`config.mk`:
```
export PLATFORM = sky130hd
export DESIGN_NAME = fp_wb_arbiter_flat
export DESIGN_NICKNAME = d
export VERILOG_FILES = /design/src/rtl/fpu_types.sv /design/src/rtl/fp_wb_arbiter_if.sv /design/src/rtl/fp_wb_arbiter_rr_priority_picker.sv /design/src/rtl/fp_wb_arbiter.sv /design/src/flat_wrapper.sv
export SDC_FILE = /design/constraint.sdc
export NUM_CORES = 1
export LEC_CHECK = 0
export ABC_AREA = 1
export CAP_MARGIN = 25
export CORE_AREA = 2 2 262 264
export DETAILED_ROUTE_END_ITERATION = 8
export DIE_AREA = 0 0 264 266
export RECOVER_POWER = 50
export SLEW_MARGIN = 25
export SYNTH_ARGS = -nofsm -noshare
export SYNTH_HDL_FRONTEND = slang
export SYNTH_SLANG_ARGS = --single-unit
```
`constraint.sdc`:
```
create_clock -name clk -period 3.7 [get_ports clk]
set_input_delay 1.11 -clock clk [delete_from_list [all_inputs] [get_ports clk]]
set_output_delay 1.11 -clock clk [all_outputs]
set_load 0.02 [all_outputs]
```
`src/rtl/fpu_types.sv`:
```
// Shared FPU types: writeback producer indices and the round-robin helper
// used by the FP writeback arbiter and other FPU arbiters.
package fpu_types;

   localparam int FP_WB_NUM_UNITS = 4;

   localparam int FP_WB_FMADD   = 0;
   localparam int FP_WB_FMUL    = 1;
   localparam int FP_WB_DIVSQRT = 2;
   localparam int FP_WB_WB2FP   = 3;

   typedef logic [$clog2(FP_WB_NUM_UNITS)-1:0] fp_wb_src_t;

   // Pointer advance past the winner, wrapping at the last unit.
   function automatic int rr_next(input int idx, input int num_units);
      return (idx + 1 == num_units) ? 0 : idx + 1;
   endfunction

endpackage

```
`src/rtl/fp_wb_arbiter_if.sv`:
```
// Writeback bus between the FP execution producers, the arbiter and the
// normalization/rounding pipeline. slave is the arbiter side.
interface fp_wb_arbiter_if
   import fpu_types::*;
#(
   parameter int NUM_WB_UNITS = FP_WB_NUM_UNITS,
   parameter int DATA_W       = 128,
   parameter int ID_W         = 2
);
   localparam int SRC_W = $clog2(NUM_WB_UNITS);

   logic [NUM_WB_UNITS-1:0]        req_done;
   logic [NUM_WB_UNITS*ID_W-1:0]   req_id;
   logic [NUM_WB_UNITS*DATA_W-1:0] req_data;
   logic [NUM_WB_UNITS-1:0]        req_ack;
   logic                           out_valid;
   logic                           out_ready;
   logic [ID_W-1:0]                out_id;
   logic [DATA_W-1:0]              out_data;
   logic [SRC_W-1:0]               out_src;

   modport master (
      output req_done, req_id, req_data, out_ready,
      input  req_ack, out_valid, out_id, out_data, out_src
   );

   modport slave (
      input  req_done, req_id, req_data, out_ready,
      output req_ack, out_valid, out_id, out_data, out_src
   );

endinterface

```
`src/rtl/fp_wb_arbiter_rr_priority_picker.sv`:
```
// Combinational round-robin picker: first requester at or after ptr, found
// by a priority encode over the request vector concatenated with itself.
module rr_priority_picker #(
   parameter int NUM_REQ = 4,
   parameter int IDX_W   = $clog2(NUM_REQ)
) (
   input  logic [NUM_REQ-1:0] req,
   input  logic [IDX_W-1:0]   ptr,
   output logic [NUM_REQ-1:0] grant,
   output logic [IDX_W-1:0]   idx
);

   logic [2*NUM_REQ-1:0] dbl;
   logic                 found;

   assign dbl = {req, req};

   // Bits below ptr in the lower copy are masked; the upper copy supplies the wrap.
   always_comb begin
      grant = '0;
      idx   = '0;
      found = 1'b0;
      for (int j = 0; j < 2 * NUM_REQ; j++) begin
         if (!found && dbl[j] && j >= int'(ptr)) begin
            found      = 1'b1;
            idx        = IDX_W'(j % NUM_REQ);
            grant[idx] = 1'b1;
         end
      end
   end

endmodule

```
`src/rtl/fp_wb_arbiter.sv`:
```
// Round-robin writeback arbiter feeding the shared FP normalization/rounding
// pipeline through a single registered output stage.
module fp_wb_arbiter
   import fpu_types::*;
#(
   parameter int NUM_WB_UNITS = FP_WB_NUM_UNITS,
   parameter int DATA_W       = 128,
   parameter int ID_W         = 2
) (
   input  logic           clk,
   input  logic           rst,
   fp_wb_arbiter_if.slave bus
);

   localparam int SRC_W = $clog2(NUM_WB_UNITS);

   logic [SRC_W-1:0]        rr_ptr;
   logic [SRC_W-1:0]        win_idx;
   logic [NUM_WB_UNITS-1:0] win_onehot;
   logic                    load;
   logic                    grant;
   logic [DATA_W-1:0]       sel_data;
   logic [ID_W-1:0]         sel_id;

   logic                    out_valid_q;
   logic [ID_W-1:0]         out_id_q;
   logic [DATA_W-1:0]       out_data_q;
   logic [SRC_W-1:0]        out_src_q;

   rr_priority_picker #(
      .NUM_REQ (NUM_WB_UNITS),
      .IDX_W   (SRC_W)
   ) picker (
      .req   (bus.req_done),
      .ptr   (rr_ptr),
      .grant (win_onehot),
      .idx   (win_idx)
   );

   // The output slot can take a new result when empty or being drained now.
   assign load  = ~out_valid_q | bus.out_ready;
   assign grant = load & (|bus.req_done) & ~rst;

   assign bus.req_ack = grant ? win_onehot : '0;

   always_comb begin
      sel_data = '0;
      sel_id   = '0;
      for (int i = 0; i < NUM_WB_UNITS; i++) begin
         if (win_onehot[i]) begin
            sel_data = bus.req_data[i*DATA_W +: DATA_W];
            sel_id   = bus.req_id[i*ID_W +: ID_W];
         end
      end
   end

   always_ff @(posedge clk) begin
      if (rst) begin
         rr_ptr      <= '0;
         out_valid_q <= 1'b0;
         out_id_q    <= '0;
         out_data_q  <= '0;
         out_src_q   <= '0;
      end else if (load) begin
         out_valid_q <= grant;
         if (grant) begin
            out_data_q <= sel_data;
            out_id_q   <= sel_id;
            out_src_q  <= win_idx;
            rr_ptr     <= SRC_W'(rr_next(int'(win_idx), NUM_WB_UNITS));
         end
      end
   end

   assign bus.out_valid = out_valid_q;
   assign bus.out_id    = out_id_q;
   assign bus.out_data  = out_data_q;
   assign bus.out_src   = out_src_q;

endmodule

```
`src/flat_wrapper.sv`:
```
// flat-port wrapper written by rule: the top's interface ports become plain ports
module fp_wb_arbiter_flat import fpu_types::*;
#(
   parameter int NUM_WB_UNITS = FP_WB_NUM_UNITS,
   parameter int DATA_W       = 128,
   parameter int ID_W         = 2
)
  (clk, rst, bus_req_done, bus_req_id, bus_req_data, bus_out_ready, bus_req_ack, bus_out_valid, bus_out_id, bus_out_data, bus_out_src);
  fp_wb_arbiter_if #(.NUM_WB_UNITS(NUM_WB_UNITS), .DATA_W(DATA_W), .ID_W(ID_W)) bus_i ();
  input  logic clk;
  input  logic rst;
  input wire logic [$bits(bus_i.req_done)-1:0] bus_req_done;
  input wire logic [$bits(bus_i.req_id)-1:0] bus_req_id;
  input wire logic [$bits(bus_i.req_data)-1:0] bus_req_data;
  input wire logic [$bits(bus_i.out_ready)-1:0] bus_out_ready;
  output wire logic [$bits(bus_i.req_ack)-1:0] bus_req_ack;
  output wire logic [$bits(bus_i.out_valid)-1:0] bus_out_valid;
  output wire logic [$bits(bus_i.out_id)-1:0] bus_out_id;
  output wire logic [$bits(bus_i.out_data)-1:0] bus_out_data;
  output wire logic [$bits(bus_i.out_src)-1:0] bus_out_src;
  assign bus_i.req_done = bus_req_done;
  assign bus_i.req_id = bus_req_id;
  assign bus_i.req_data = bus_req_data;
  assign bus_i.out_ready = bus_out_ready;
  assign bus_req_ack = bus_i.req_ack;
  assign bus_out_valid = bus_i.out_valid;
  assign bus_out_id = bus_i.out_id;
  assign bus_out_data = bus_i.out_data;
  assign bus_out_src = bus_i.out_src;
  fp_wb_arbiter #(.NUM_WB_UNITS(NUM_WB_UNITS), .DATA_W(DATA_W), .ID_W(ID_W)) u_core (.clk(clk), .rst(rst), .bus(bus_i));
endmodule
```
After elaboration in Yosys (flattened, before gate mapping)
Cells that the tools add are included.
W data, S select, Z words.

storage, ports and cells
  flip-flop bits (word level) = 135
  latch bits = 0
  RAM bits = 0
  memory bits (read-only) = 0
  input port bits = 527
  output and inout bits = 137
  logic and storage cells = 65
  memories kept = 0

operators by class
  add/subtract/negate cells = 1
  multipliers = 0
  div/mod/pow operators = 0
  $lt $le $gt $ge = 3
  equal/unequal tests = 1
  shift operators = 0
  mux-type cells = 31
  bitwise operators = 5
  reduce and logical (&&, ||, !) cells = 19

operator list
  cell                   number
  $mux W128              4
  $mux W2                11
  $mux W1                15
  $logic_and A1 B1 Y1    10
  $logic_not A1 Y1       7
  $ge A1 B2 Y1 const A   2
  $mux W4                1
  $reduce_or A4 Y1       1
  $add A2 B1 Y3 const B  1
  $eq A3 B3 Y1 const B   1
  $and A1 B1 Y1          2
  $ge A2 B2 Y1 const A   1
  $not A1 Y1             2
  $reduce_and A2 Y1      1
  $or A1 B1 Y1           1

Depth between registers and ports, before layout
Gate-level depths: netlist of the first run.

  depth in word-level cells = 29
  depth in mapped cells = 11
  gate-level depth less buffers = 9

Hierarchy
Synthesis of the first run repeated with hierarchy kept, for this count alone.

second synthesis, totals
  cell total of the unflattened synthesis = 1772
  area, all modules = 9599.2 um2

by module, submodules not included
  module              instances  cells an instance  area an instance (um2)  sequential area each (um2)
  fp_wb_arbiter       1          1745               9484.1                  2702.6
  rr_priority_picker  1          27                 115.1                   0.0

Least setup slack after synthesis of the first run
No wires, ideal clock.

  path type = input -> output
  from = in rst
  to = out bus_req_ack[0]
  data arrival time = 2177 ps
  required time = 2590 ps
  path slack = 413 ps
  cell stages on the path = 6
  path buffers = 3
  cells stage by stage = clkbuf_1 inv_2 nand3_2 buf_2 buf_2 a21oi_1

on the way
  word-level cells in the longest chain between the ends = 3

RTL lines
  element             line                 source
  start: declaration  flat_wrapper.sv:11   input logic rst;
  $not A1 Y1          fp_wb_arbiter.sv:42  assign grant = load & (|bus.req_done) & ~rst;
  $and A1 B1 Y1       fp_wb_arbiter.sv:42
  $mux W4             fp_wb_arbiter.sv:44  assign bus.req_ack = grant ? win_onehot : '0;
  end: declaration    flat_wrapper.sv:16   output wire logic [$bits(bus_i.req_ack)-1:0] bus_req_ack;

Every way passes these cells.

Final worst setup path of the first run
  from = in bus_req_done[1]
  to = out bus_req_ack[1]

on the way
  word-level cells in the longest chain between the ends = 17
  elaborated cells between the ends (all ways) = 21
  those cells by class = 7 x mux; 2 x bitwise; 12 x reduce/logical

RTL lines
  element                            line                                    source
  start: declaration                 flat_wrapper.sv:12                      input wire logic [$bits(bus_i.req_done)-1:0] bus_req_done;
  $logic_and A1 B1 Y1 (2 in series)  fp_wb_arbiter_rr_priority_picker.sv:24  if (!found && dbl[j] && j >= int'(ptr)) begin
  $mux W1                            fp_wb_arbiter_rr_priority_picker.sv:24
  $logic_not A1 Y1                   fp_wb_arbiter_rr_priority_picker.sv:24
  $logic_and A1 B1 Y1 (2 in series)  fp_wb_arbiter_rr_priority_picker.sv:24
  $mux W1                            fp_wb_arbiter_rr_priority_picker.sv:24
  $logic_not A1 Y1                   fp_wb_arbiter_rr_priority_picker.sv:24
  $logic_and A1 B1 Y1                fp_wb_arbiter_rr_priority_picker.sv:24
  $mux W1                            fp_wb_arbiter_rr_priority_picker.sv:24
  $logic_not A1 Y1                   fp_wb_arbiter_rr_priority_picker.sv:24
  $logic_and A1 B1 Y1                fp_wb_arbiter_rr_priority_picker.sv:24
  $mux W1                            fp_wb_arbiter_rr_priority_picker.sv:24
  $logic_not A1 Y1                   fp_wb_arbiter_rr_priority_picker.sv:24
  $logic_and A1 B1 Y1                fp_wb_arbiter_rr_priority_picker.sv:24
  $mux W1                            fp_wb_arbiter_rr_priority_picker.sv:24
  $mux W4 *                          fp_wb_arbiter.sv:44

Mark *: on every way between the ends. The rest lies on a longest branch, timed or not.

==> results of run 1 <==
critical path, cell delays in order:
cell             delay [ps]
clkdlybuf4s50_1         530
inv_1                    80
nor2_1                  100
nand4_1                 120
a21oi_1                 200
dlygate4sd2_1           360
metal layers:
layer  vias to the layer above  share of wire  GRT usage
li1                       6479              -          -
met1                      5251           0.42     0.1524
met2                       491           0.47     0.2225
met3                        56          0.085    0.04556
met4                         2          0.029    0.05068
met5                         -        0.00034          0
through the flow:
| step | cell area, um2 | setup TNS (ps) | total power, mW |
|---|---|---|---|
| floorplan | 9289 | 0 | 2.860 |
| CTS | 17500 | 0 | 6.003 |
| detailed placement | 16930 | -611.6 | 4.151 |
| finish | 17490 | 0 | 5.817 |
| global route | 17490 | 0 | 6.210 |
| global placement | 16930 | -617.9 | 4.145 |
repair_timing:
action                                 in CTS  in global routing
setup buffers                               0                  0
hold buffers                                0                  0
endpoints found under the hold margin       0                  0
setup endpoints to repair                   3                  2
gates resized for setup                     3                  3
sequential cells by signal (all words and copies together), names as in the netlist:
name	cells
u_core.bus.out_valid	1
u_core.bus.out_id	2
u_core.rr_ptr	2
u_core.bus.out_data	128
u_core.bus.out_src	2
worst min-delay path by stage:
stage | from | slack, ps | to
5_1_grt | u_core.bus.out_src[0] | 550 | u_core.bus.out_src[0]
6_report | u_core.bus.out_src[0] | 500 | u_core.bus.out_src[0]
4_1_cts | u_core.bus.out_src[0] | 520 | u_core.bus.out_src[0]
3_5_place_dp | u_core.bus.out_src[0] | 500 | u_core.bus.out_src[0]
3_3_place_gp | u_core.bus.out_src[0] | 500 | u_core.bus.out_src[0]
2_1_floorplan | u_core.rr_ptr[1] | 480 | u_core.rr_ptr[1]
cells in the final DEF (no fill, tap or decap):
cell type,instances
a21oi_1,133
a31oi_1,1
buf_12,12
buf_4,35
bufinv_16,2
clkbuf_1,1
clkbuf_16,17
clkbuf_2,1
clkbuf_4,1
clkdlybuf4s15_1,1
clkdlybuf4s50_1,525
clkinv_2,3
clkinvlp_4,5
dfxtp_1,135
dlygate4sd2_1,1
dlygate4sd3_1,133
inv_1,138
inv_2,3
inv_6,4
nand2_1,792
nand2_2,1
nand2_4,3
nand3_1,132
nand3_2,1
nand3_4,2
nand4_1,2
nand4_2,1
nor2_1,267
nor2_4,1
o21a_1,1
o21ai_0,2
or2_2,1
cell type report:
type	instances	share of cell area
clock buffer	18	0.02454
inverter	141	0.03027
multi-input combinational	1340	0.3118
timing repair buffer	709	0.4072
sequential	135	0.1546
tap	882	0.06311
clock inverter	14	0.008444
where the power goes:
group | switching, mW | internal [mW] | leakage (nW)
registers | 0.0785 | 1.61 | 1.11
clock network | 0.785 | 0.995 | 0.270
logic | 1.24 | 1.12 | 6.37
total | 2.10 | 3.72 | 7.74
cells by family (layout without fill, tap and decap cells):
family / count (synthesis) / count (layout) / share of synthesized area
AOI/OAI and AO/OA: 137 / 137 / 0.07422
buffers and inverters: 255 / 882 / 0.1261
DFF: 135 / 135 / 0.2909
and+or+nand+nor: 1203 / 1203 / 0.5088
==> flow_summary.ini, run 1 <==
[drt]
avgRoutedWirePerCell_um = 14.71
via_per_inst = 3.791
drt_wl_total_um = 47630
vias = 12280
route.detailed.drc = 0
ant_nets = 0
drt_pass1_iterations = 5
drtIter0Drc = 767

[timing]
skew_ps = 9.198
hold_violations = 0
fin_ws_ps = 91.05
finalCritPeriodShare = 0.9754
whs_ps = 496.7
max_slew_margin = 0.3640
worst_pin_slew_ps = 954.0
rsz0062_at_grt = no
finalMaxSlewViolations = 0
setup_viol = 0
max_freq_mhz = 277.1
final_period_minus_worst_setup_slack_ps = 3609

[finish]
fillers = 7636
seq_area_um2 = 2703
nets = 2871
layout-drive-gt1-share = 0.03946
antenna_cells = 0
area_delta_synth_final_pct = 88.24
utilization = 0.2581
final_cells = 3239
multiInputGateArea_um2 = 5453

[setup_path]
worstRegToRegCells = 11
worstPathMaxFanout = 4
start_kind = primary input
rrSetupSlack_ps = 1250
crit_start = bus_req_done[1]
cp.arrival_ps = 2500
worstSetupPathType = in2out
endpoint_kind = output port
crit_path_end = bus_req_ack[1]
timing.rr.start = u_core.rr_ptr[1]
worstReg2RegEnd = u_core.bus.out_data[12]
cp.required_ps = 2590

[yosys]
async_reset_ff_frac = 0
synth_top_cell_by_area = nand2_1
synthCells = 1730
synth_warnings = 0
synthFlopType = dfxtp_1
synth_edf_count = 0
ys_ff_latch = 135
yosys-top-cells-count = nand2_1 (795), nor2_1 (267), inv_1 (138), dfxtp_1 (135), a21oi_1 (133)
synthDistinctLibCells = 21
yosysMostFrequentCell = nand2_1
synth_fp_nets = 2257
yosysSeqAreaShare = 0.2909
synth_top_area_frac = 0.3213
netlist_area_um2 = 9289
avgSynthCellArea_um2 = 5.369
synthTopCellsByArea = nand2_1 (32%), dfxtp_1 (29%), nor2_1 (11%), a21oi_1 (7.2%), nand3_1 (7.1%)

[cts]
clk_path_buf_depth = 2
numCtsBuffers = 17
clock_latency_ps = 470
cts_sinks = 135
clk_pin_slew_ps = 60
htreeDepth = 4
cts_root_buf = clkbuf_16
cts_tree = yes

[die]
coreArea_um2 = 67750
num_io_pins = 664
rows = 96
die_w_um = 264
die_y_um = 266
dieArea_um2 = 70220
start_util = 0.1371

[global_route]
grt_first_pass_wirelength_um = 70300
grt_antenna_before_repair = 2
grt_max_degree = 136
grt_overflow = 0
grt_use_total = 0.1316
grt_pass1_vias = 11690

[power]
peakVddDrop_mv = 0.2698
p_leak_nw = 7.742
power.density_nw_per_um2 = 332.7

[placement]
dp_cells = 3207
gp_congestion = 0.8832
dpl_worst_slack_ps = -260.6
portBuffers = 663
post-dp-hpwl_um = 36400

[hold_path]
min_path_cells = 2
hold_path_class = reg2reg

[outcome]
run_status = completed

[flow_run]
cap_violations = 0
Note: power is estimated with default switching activity, not from simulation.
==> inputs of run 2 (changes only) <==
--- a/config.mk
+++ b/config.mk
@@ -6,7 +6,7 @@
 export NUM_CORES = 1
 export LEC_CHECK = 0
 export ABC_AREA = 1
-export CAP_MARGIN = 25
+export CAP_MARGIN = 20
 export CORE_AREA = 2 2 262 264
 export DETAILED_ROUTE_END_ITERATION = 8
 export DIE_AREA = 0 0 264 266
==> results of run 2 <==
Same layout as run 1: the final DEF is identical, and so are final timing and power.
